$ cat src/rtl/uart_prog_loader.sv
// UART programming sequencer: parses a load frame (header, instruction words, data words,
// XOR checksum), writes words into programrom/data memory and answers with ACK or NAK.
module uart_prog_loader #(
  parameter int TIMEOUT_CYCLES = 10_000_000,
  parameter int MAX_WORDS      = 16384
) (
  input  logic        clk,
  input  logic        rst,
  input  logic        start_pg,
  input  logic        rx_valid,
  input  logic [7:0]  rx_data,
  input  logic        tx_ready,
  output logic        tx_valid,
  output logic [7:0]  tx_data,
  output logic        upg_wen_o,
  output logic [14:0] upg_adr_o,
  output logic [31:0] upg_dat_o,
  output logic        upg_done_o,
  output logic        busy,
  output logic        err
);
  // state | meaning
  // IDLE  | CPU owns the memories, waiting for start_pg
  // HDR   | collecting ICNT/DCNT header bytes
  // INST  | assembling instruction words -> programrom
  // DATA  | assembling data words -> data memory
  // CSUM  | waiting for the checksum byte
  // RESP  | presenting ACK/NAK until tx_ready
  typedef enum logic [2:0] {IDLE, HDR, INST, DATA, CSUM, RESP} state_t;

  localparam logic [7:0] ACK = 8'h06;
  localparam logic [7:0] NAK = 8'h15;
  localparam int TW = (TIMEOUT_CYCLES > 2) ? $clog2(TIMEOUT_CYCLES) : 1;
  localparam logic [TW-1:0] TMR_LOAD = TW'(TIMEOUT_CYCLES - 1);
  localparam logic [15:0] MAX_W = 16'(MAX_WORDS);

  state_t        state, state_nxt;
  logic [1:0]    byte_cnt;
  logic [13:0]   widx;
  logic [15:0]   icnt, dcnt;
  logic [31:0]   sreg, sreg_nxt;
  logic [7:0]    csum;
  logic [TW-1:0] tmr;
  logic          loading, acc, last_byte, timeout, word_wr, last_word, resp_set;
  logic [7:0]    resp_code;

  always_comb begin
    loading   = (state == HDR) || (state == INST) || (state == DATA) || (state == CSUM);
    acc       = loading && rx_valid;
    last_byte = (byte_cnt == 2'd3);
    sreg_nxt  = {rx_data, sreg[31:8]};
    timeout   = loading && !rx_valid && (tmr == '0);
    word_wr   = acc && last_byte && ((state == INST) || (state == DATA));
    last_word = (state == INST) ? ({2'b00, widx} == icnt - 16'd1)
                                : ({2'b00, widx} == dcnt - 16'd1);
    state_nxt = state;
    resp_set  = 1'b0;
    resp_code = NAK;
    case (state)
      IDLE: if (start_pg) state_nxt = HDR;
      HDR: begin
        if (acc && last_byte) begin
          if ((sreg_nxt[15:0] > MAX_W) || (sreg_nxt[31:16] > MAX_W)) begin
            state_nxt = RESP;
            resp_set  = 1'b1;
          end else if (sreg_nxt[15:0] != '0) begin
            state_nxt = INST;
          end else if (sreg_nxt[31:16] != '0) begin
            state_nxt = DATA;
          end else begin
            state_nxt = CSUM;
          end
        end
      end
      INST: if (word_wr && last_word) state_nxt = (dcnt != '0) ? DATA : CSUM;
      DATA: if (word_wr && last_word) state_nxt = CSUM;
      CSUM: begin
        if (acc) begin
          state_nxt = RESP;
          resp_set  = 1'b1;
          resp_code = (rx_data == csum) ? ACK : NAK;
        end
      end
      RESP: if (tx_ready) state_nxt = IDLE;
      default: state_nxt = IDLE;
    endcase
    // timeout only fires without rx_valid, so it never competes with an accepted byte
    if (timeout) begin
      state_nxt = RESP;
      resp_set  = 1'b1;
      resp_code = NAK;
    end
  end

  always_ff @(posedge clk or negedge rst) begin
    if (!rst) state <= IDLE;
    else      state <= state_nxt;
  end

  always_ff @(posedge clk or negedge rst) begin
    if (!rst) begin
      byte_cnt   <= '0;
      widx       <= '0;
      icnt       <= '0;
      dcnt       <= '0;
      sreg       <= '0;
      csum       <= '0;
      tmr        <= TMR_LOAD;
      upg_wen_o  <= 1'b0;
      upg_adr_o  <= '0;
      upg_dat_o  <= '0;
      upg_done_o <= 1'b1;
      tx_valid   <= 1'b0;
      tx_data    <= '0;
      err        <= 1'b0;
    end else begin
      upg_wen_o <= word_wr;
      tx_valid  <= (state_nxt == RESP);
      if ((state == IDLE) && start_pg) begin
        upg_done_o <= 1'b0;
        err        <= 1'b0;
        byte_cnt   <= '0;
        widx       <= '0;
        csum       <= '0;
        tmr        <= TMR_LOAD;
      end
      if (acc) begin
        tmr <= TMR_LOAD;
        if (state != CSUM) begin
          byte_cnt <= byte_cnt + 2'd1;
          sreg     <= sreg_nxt;
          csum     <= csum ^ rx_data;
        end
      end else if (loading && (tmr != '0)) begin
        tmr <= tmr - TW'(1);
      end
      if ((state == HDR) && acc && last_byte) begin
        icnt <= sreg_nxt[15:0];
        dcnt <= sreg_nxt[31:16];
      end
      if (word_wr) begin
        upg_adr_o <= {(state == DATA), widx};
        upg_dat_o <= sreg_nxt;
        widx      <= last_word ? 14'd0 : widx + 14'd1;
      end
      if (resp_set) tx_data <= resp_code;
      if ((state == RESP) && tx_ready) begin
        upg_done_o <= 1'b1;
        err        <= (tx_data == NAK);
      end
    end
  end

  assign busy = (state != IDLE);

endmodule

$ cat config.mk
export PLATFORM = sky130hd
export DESIGN_NAME = uart_prog_loader
export DESIGN_NICKNAME = d
export VERILOG_FILES = /design/src/rtl/uart_prog_loader.sv
export SDC_FILE = /design/constraint.sdc
export NUM_CORES = 1
export LEC_CHECK = 0
export ABC_CLOCK_PERIOD_IN_PS = 3400
export BUFFER_PORTS_ARGS = -buffer_cell sky130_fd_sc_hd__buf_2
export CAP_MARGIN = 20
export CORE_MARGIN = 2
export CORE_UTILIZATION = 50
export CTS_BUF_LIST = sky130_fd_sc_hd__clkbuf_16
export DETAILED_ROUTE_END_ITERATION = 8
export PLACE_DENSITY = 0.76
export SYNTH_ARGS = -nofsm -noshare
export SYNTH_HDL_FRONTEND = slang
export SYNTH_SLANG_ARGS = --single-unit
$ cat constraint.sdc
create_clock -name clk -period 3.4 [get_ports clk]
set_input_delay 0.68 -clock clk [delete_from_list [all_inputs] [get_ports clk]]
set_output_delay 0.68 -clock clk [all_outputs]
set_load 0.01 [all_outputs]
==> results of run 1 <==
==> where the power goes <==
part	switching, uW	internal (uW)	leakage (uW)
Sequential	212	2190	0.00208
Clock	821	1090	0.000286
Combinational	495	320	0.00209
Total	1530	3600	0.00445
==> metal layers <==
| layer | GRT usage [%] | vias to the layer above | routed length, um |
|---|---|---|---|
| met4 | 7.88 | 0 | 286 |
| met1 | 32.5 | 3160 | 8710 |
| met3 | 6.19 | 26 | 1030 |
| met5 | 0 | - | 0 |
| li1 | - | 3111 | - |
| met2 | 38.4 | 177 | 9120 |
==> Yosys cell counts, drive strengths merged (2+ instances only) <==
cell type,n
nand2,258
dfrtp,146
o21ai,55
nor2,38
mux2,32
xnor2,29
clkbuf,27
nor3,23
inv,20
nand3,19
mux2i,18
nor4,18
buf,16
dfstp,15
a21oi,12
nand4,9
or4,9
nor3b,8
o31ai,8
or3,8
a31oi,7
nand2b,7
or2,7
xor2,6
a21boi,5
and3,5
o22ai,5
ha,4
nor4b,4
o211ai,3
o221ai,3
or3b,3
a211oi,2
a221oi,2
a22o,2
a311oi,2
nand4b,2
nor2b,2
o21a,2
o311ai,2
o41ai,2
==> worst max-delay path: stages, from the launching register on <==
cell	delay, ns
dfrtp_2	0.45
nor3b_4	0.18
buf_4	0.14
buf_4	0.17
or4b_4	0.58
a2111oi_2	0.40
xnor2_1	0.16
nor2_1	0.07
a211oi_2	0.22
nand4b_4	0.18
buf_12	0.19
nand2_4	0.11
o21ai_0	0.14
==> sequential cells by signal, summed over array words and instances (netlist names) <==
signal      cells
widx           14
err             1
icnt           16
csum            8
tmr            24
upg_wen_o       1
dcnt           16
sreg           24
upg_adr_o      15
tx_data         3
state           3
upg_done_o      1
byte_cnt        2
upg_dat_o      32
tx_valid        1
==> layout make-up <==
cell class | instances | area [um^2]
fillers | 1390 | 6530
clock inverters | 15 | 160
well taps | 216 | 270
flip-flops and latches | 161 | 4050
repair buffers | 90 | 549
multi-input cells | 639 | 3710
clock buffers | 17 | 425
inverters | 21 | 78.8
==> metrics by stage <==
| step | power (uW) | cell area, um^2 |
|---|---|---|
| after floorplan | 2860 | 8010 |
| after CTS | 5180 | 9190 |
| after global routing | 5390 | 9240 |
| final | 5130 | 9240 |
| after global placement | 3240 | 8600 |
| after detailed placement | 3260 | 8600 |
==> cells by family (layout without fill, tap and decap cells) <==
| family | after synthesis | in the layout | share of synthesized area, % |
|---|---|---|---|
| AND/OR/NAND/NOR | 424 | 424 | 24.5 |
| flip-flops | 161 | 161 | 50.6 |
| AO/OA/AOI/OAI | 121 | 121 | 9.71 |
| buffers and inverters | 64 | 143 | 3.57 |
| multiplexers | 51 | 51 | 7.09 |
| XOR/XNOR | 35 | 35 | 3.83 |
| adder cells (fa/ha/maj) | 4 | 4 | 0.626 |
| other | 1 | 4 | 0.0469 |
==> worst max path at each step <==
| stage | start | endpoint | depth (start not counted) |
|---|---|---|---|
| 2_1_floorplan | state[2] | widx[8] | 13 |
| 6_report | state[1] | widx[12] | 12 |
| 3_5_place_dp | state[1] | state[0] | 11 |
| 4_1_cts | state[1] | state[0] | 11 |
| 5_1_grt | state[0] | widx[6] | 13 |
| 3_3_place_gp | state[1] | state[0] | 11 |
==> what timing repair did <==
item | 4_1_cts | 5_1_grt
endpoints found under the setup margin | 0 | 17
setup buffers | 0 | 3
hold buffers | 0 | 0
endpoints found under the hold margin | 0 | 0
gates resized for setup | 0 | 4
==> results by group, run 1 <==
Status
  • Status: finished, final reports clean

Timing
  • Slew Limit Fails: 0
  • Endpoints failing hold: 0
  • Relative slew slack: 39.4%
  • Final WS setup: ~0.26 ns
  • Setup_tns: 0 ns
  • Hold Worst Slack: between 0.2 and 0.25 ns
  • Minimum clock period: 3.14 ns
  • Final Skew: roughly 0.0090 ns
  • Fmax: 318 MHz
  • Fin crit share: between 90 and 100%
  • Final setup fails: 0
  • RSZ-0062 raised after global routing: false
  • Worst-Margin Slew: slightly above 0.9 ns

Routing
  • Antenna Nets Post-Route: 0
  • DRT Wirelength: approximately 19000 um
  • Routed vias/inst: 5.59
  • Drt wl/cell: roughly 17 um
  • DRC violations left: 0
  • Starting DRT DRC Count: around 440
  • Vias: roughly 6500
  • Iteration count of the initial detailed-routing pass: 5

Synth
  • Share of the synthesized area in the top cell type: a little under half
  • Flops & latches, synth: around 160
  • Syn. warnings: 0
  • Ys async rst share: between 90% and 100%
  • Mapped Cells: around 860
  • Post-synth top area cell: dfrtp_1
  • Synth cell types: 75
  • Synth area leaders: dfrtp_1 46%, nand2_1 12%, dfstp_2 4.9%
  • Top_reg_cell synth: dfrtp_1
  • Number of synthesized flops with an enable pin: 0
  • Sequential area share after synthesis: between 50% and 60%
  • Average size of a mapped cell: ~9.3 um^2
  • Synth Cell Area: around 8000 um^2

Worst setup path
  • CP Capture Type: register
  • Worst-path fanout max: 13
  • RR Endpoint: widx[12]
  • Critical Path RT: between 3 and 4 ns
  • Worst reg-to-reg path cell count: 12
  • Worst EP arrival: ~3.4 ns
  • Setup crit start kind: register
  • Reg-to-reg slack, setup: between 0.2 and 0.3 ns
  • Reg-to-reg startpoint: state[1]
  • Crit Path Category: reg -> reg

Placed design
  • Port bufs: 68
  • Placed insts: 1124
  • Detailed Place HPWL: ~13000 um
  • Gpl congestion: between 0.9 and 1
  • Worst slack, placed: approximately 0.1 ns

Power and ir drop
  • VDD IR max: 0.416 mV
  • Leakage power: around 0.0045 uW
  • Cell Pwr Density: roughly 560 nW/um^2

Floorplanning
  • IO Pins: 73
  • Die area: between 15000 and 20000 um^2
  • Initial cell density of the core: 50.7%
  • Die Width: between 100 and 150 um
  • Rows: 46
  • Die Y: 130 um
  • Core region area: between 15000 and 20000 um^2

Clocking
  • Clock Tree Root: clkbuf_16
  • CTS clk-pin slew, worst paths: about 0.07 ns
  • Worst skew pair latency: between 0.4 and 0.5 ns
  • Clock tree buffer depth: 2
  • CTS tree: done
  • Htree depth: 4
  • Inserted Clock Buffers: 17
  • Total clock sinks: 161

GRT
  • Total Routing Usage GR: roughly a quarter
  • Largest net degree at the start of global routing: 65
  • Antenna violations before repair: 0
  • First-pass GRT wire length: between 30000 and 40000 um
  • Vias in the first global route: ~6200
  • Total global routing overflow: 0

Finish
  • Area Overhead vs Synth: 15.5%
  • Util after Layout: between 50% and 60%
  • Diode count: 0
  • Most common cell after layout, fill and taps aside: nand2_1
  • Non-Filler Instances: approximately 1200
  • Most frequent cells in the layout: 257 x nand2_1, 145 x dfrtp_1, 67 x buf_2
  • Nets: between 900 and 1000
  • Fraction of layout cells with a size suffix above 1: ~20%

Worst hold path
  • Hold Path Class: in -> async

Run
  • Max cap viols: 0
Note: power is estimated with default switching activity, not from simulation.
==> inputs of run 2 (changes only) <==
- CORE_UTILIZATION: 50 -> 54
- PLACE_DENSITY: 0.76 -> 0.75
- RECOVER_POWER: default -> 25
==> run 2 against run 1 <==
  * The flow now finishes with violations (max-capacitance violations, max-slew violations)
  * Final area down 1.2%
  * Combinational power shrank 0.9%
  * Clock power is 4% lower
  * Sequential cell count is the same
  * Via count rose by 0.82%
  * First-iteration DRC count is 26% higher
  * Utilization grew 4.5 points
  * Clock skew increased by 0.0037 ns
  * Total power shrank 1.8%
  * Die area fell by 7.2%
  * Cell count is 2.8% lower
  * Sequential share of layout area increased by 0.53 points
  * Largest cell class unchanged
  * Largest power group unchanged
==> results by group, run 2 (synthesized netlist as in run 1, its figures left out) <==
Floorplanning
  • IO Pins: 73
  • Die area: around 16000 um^2
  • Die Y: about 130 um
  • Initial cell density of the core: between 50% and 60%
  • Rows: between 40 and 50
  • Die Width: about 130 um
  • Core region area: around 14000 um^2

Worst setup path
  • Worst EP arrival: between 3 and 4 ns
  • Setup crit start kind: register
  • Slowest Stage Delay on Critical Path: 0.46 ns
  • CP Capture Type: register
  • Crit Path Category: reg -> reg
  • CP max stage cell: dfrtp_1
  • Crit-path cells: nor3b_4, mux2i_1, ha_1, inv_1, o41ai_1, a2bb2oi_1, a31oi_1, a221oi_2, nand4b_4, buf_4, a31oi_1, mux2i_1
  • Critical Path RT: 3.70 ns
  • Worst-path fanout max: 11

Finish
  • Max reg flops: 32
  • Fillers: 1218
  • Nets: between 900 and 1000
  • Most common cell after layout, fill and taps aside: nand2_1
  • Register name with the most flops: upg_dat_o
  • Fraction of layout cells with a size suffix above 1: between 20% and 30%
  • Design area: between 9000 and 10000 um^2
  • Diode count: 0
  • Util after Layout: between 60% and 70%
  • Most frequent cells in the layout: 257 x nand2_1, 145 x dfrtp_1, 67 x buf_2
  • Non-Filler Instances: between 1000 and 1500
  • Top Registers: upg_dat_o x32, sreg x24, tmr x24
  • Area Overhead vs Synth: 14.1%

Placed design
  • DP Area: 8560 um^2
  • Placed insts: about 1100
  • Port bufs: about 70
  • Gpl congestion: about 0.94
  • Detailed Place HPWL: 13300 um

GRT
  • Antenna violations before repair: 0
  • Vias in the first global route: 6167
  • Total Routing Usage GR: around 25%
  • Largest net degree at the start of global routing: between 70 and 80
  • Total global routing overflow: 0
  • First-pass GRT wire length: 31800 um

Power and ir drop
  • Comb pwr share: 16.0%
  • Clock Power Share: a little over a third
  • Cell Pwr Density: ~550 nW/um^2
  • Int Power: between 3000 and 4000 uW
  • Switching pwr: approximately 1500 uW
  • Reg power frac: approximately 48%
  • Switch share: around 30%
  • Leakage power: 0.00443 uW
  • VDD IR max: between 0.4 and 0.5 mV

Status
  • Violated checks: max-capacitance violations, max-slew violations
  • Status: finished, violations left

Timing
  • Minimum clock period: 3.18 ns
  • Worst-Margin Slew: slightly below 2 ns
  • Fin crit share: 93.4%
  • RSZ-0062 raised after global routing: false
  • Slew Limit Fails: 79
  • Relative slew slack: -28.3%
  • Hold Worst Slack: between 0.4 and 0.5 ns
  • Final setup fails: 0
  • Fmax: around 310 MHz
  • Final Skew: 0.0127 ns
  • Setup_tns: 0 ns
  • Endpoints failing hold: 0

Clocking
  • Total clock sinks: around 160
  • Clock tree buffer depth: 2
  • CTS clk-pin slew, worst paths: roughly 0.070 ns
  • Worst skew pair latency: approximately 0.43 ns
  • Inserted Clock Buffers: 17
  • CTS tree: done
  • Htree depth: 4
  • Clock Tree Root: clkbuf_16

Run
  • Max cap viols: 1

Worst hold path
  • Hold Path Class: reg -> reg

Routing
  • Starting DRT DRC Count: about 560
  • Iteration count of the initial detailed-routing pass: 5
  • Antenna Nets Post-Route: 0
  • DRT Wirelength: 19100 um
  • Vias: around 6500
  • Routed vias/inst: around 5.8
  • Drt wl/cell: roughly 17 um
  • DRC violations left: 0
## run 2: what timing repair did
action                                  CTS  global route
resized for setup                         0             2
endpoints found under the setup margin    0            12
buffers inserted                          0             4
hold buffers                              0             0
## run 2: layout make-up
| type | count | area [um^2] | share of cell area [%] |
|---|---|---|---|
| Multi-Input combinational cell | 639 | 3700 | 40.5 |
| Clock inverter | 15 | 131 | 1.44 |
| Inverter | 21 | 78.8 | 0.863 |
| Tap cell | 184 | 230 | 2.52 |
| Sequential cell | 161 | 4050 | 44.4 |
| Timing Repair Buffer | 90 | 515 | 5.65 |
| Clock buffer | 17 | 425 | 4.66 |
## run 2: worst paths after layout
kind,cells past startpoint,slack [ns],start,endpoint
worst max register to register,12,0.22,state[0],widx[2]
min in group asynchronous,1,0.75,rst,tmr[21]
worst min-delay path,2,0.46,upg_done_o,upg_done_o
worst max-delay path,12,0.22,state[0],widx[2]
max in group asynchronous,2,0.69,rst,upg_adr_o[9]
worst min register to register,2,0.46,upg_done_o,upg_done_o
## run 2: critical path, delay by kind of cell, from the launching register on
kind                       cells  cell delay (ns)
and+or+nand+nor                2             0.51
buffers and inverters          2             0.28
AOI/OAI and AO/OA              5             1.19
DFF                            1             0.46
adders and majority gates      1             0.22
muxes                          2             0.39
## run 2: per-stage QoR
step / total power (uW) / setup WS, ns
floorplan: 2860 / 0.150
global placement: 3230 / 0.293
global route: 5310 / 0.00490
finish: 5040 / 0.223
CTS: 5080 / 0.110
detailed placement: 3250 / 0.131
## run 2: power groups by stage
| stage | clock, uW | sequential (uW) | combinational (uW) |
|---|---|---|---|
| 2_1_floorplan | 0 | 2480 | 386 |
| 3_3_place_gp | 0 | 2430 | 801 |
| 3_5_place_dp | 0 | 2430 | 825 |
| 4_1_cts | 1850 | 2400 | 828 |
| 5_1_grt | 1950 | 2440 | 921 |
| 6_report | 1830 | 2400 | 809 |
## run 2: per-layer routing
layer,track usage (%),wire length (um),vias up
li1,-,-,3099
met1,36.0,8920,3227
met2,38.8,8960,177
met3,5.23,861,24
met4,9.15,369,0
met5,0,0,-
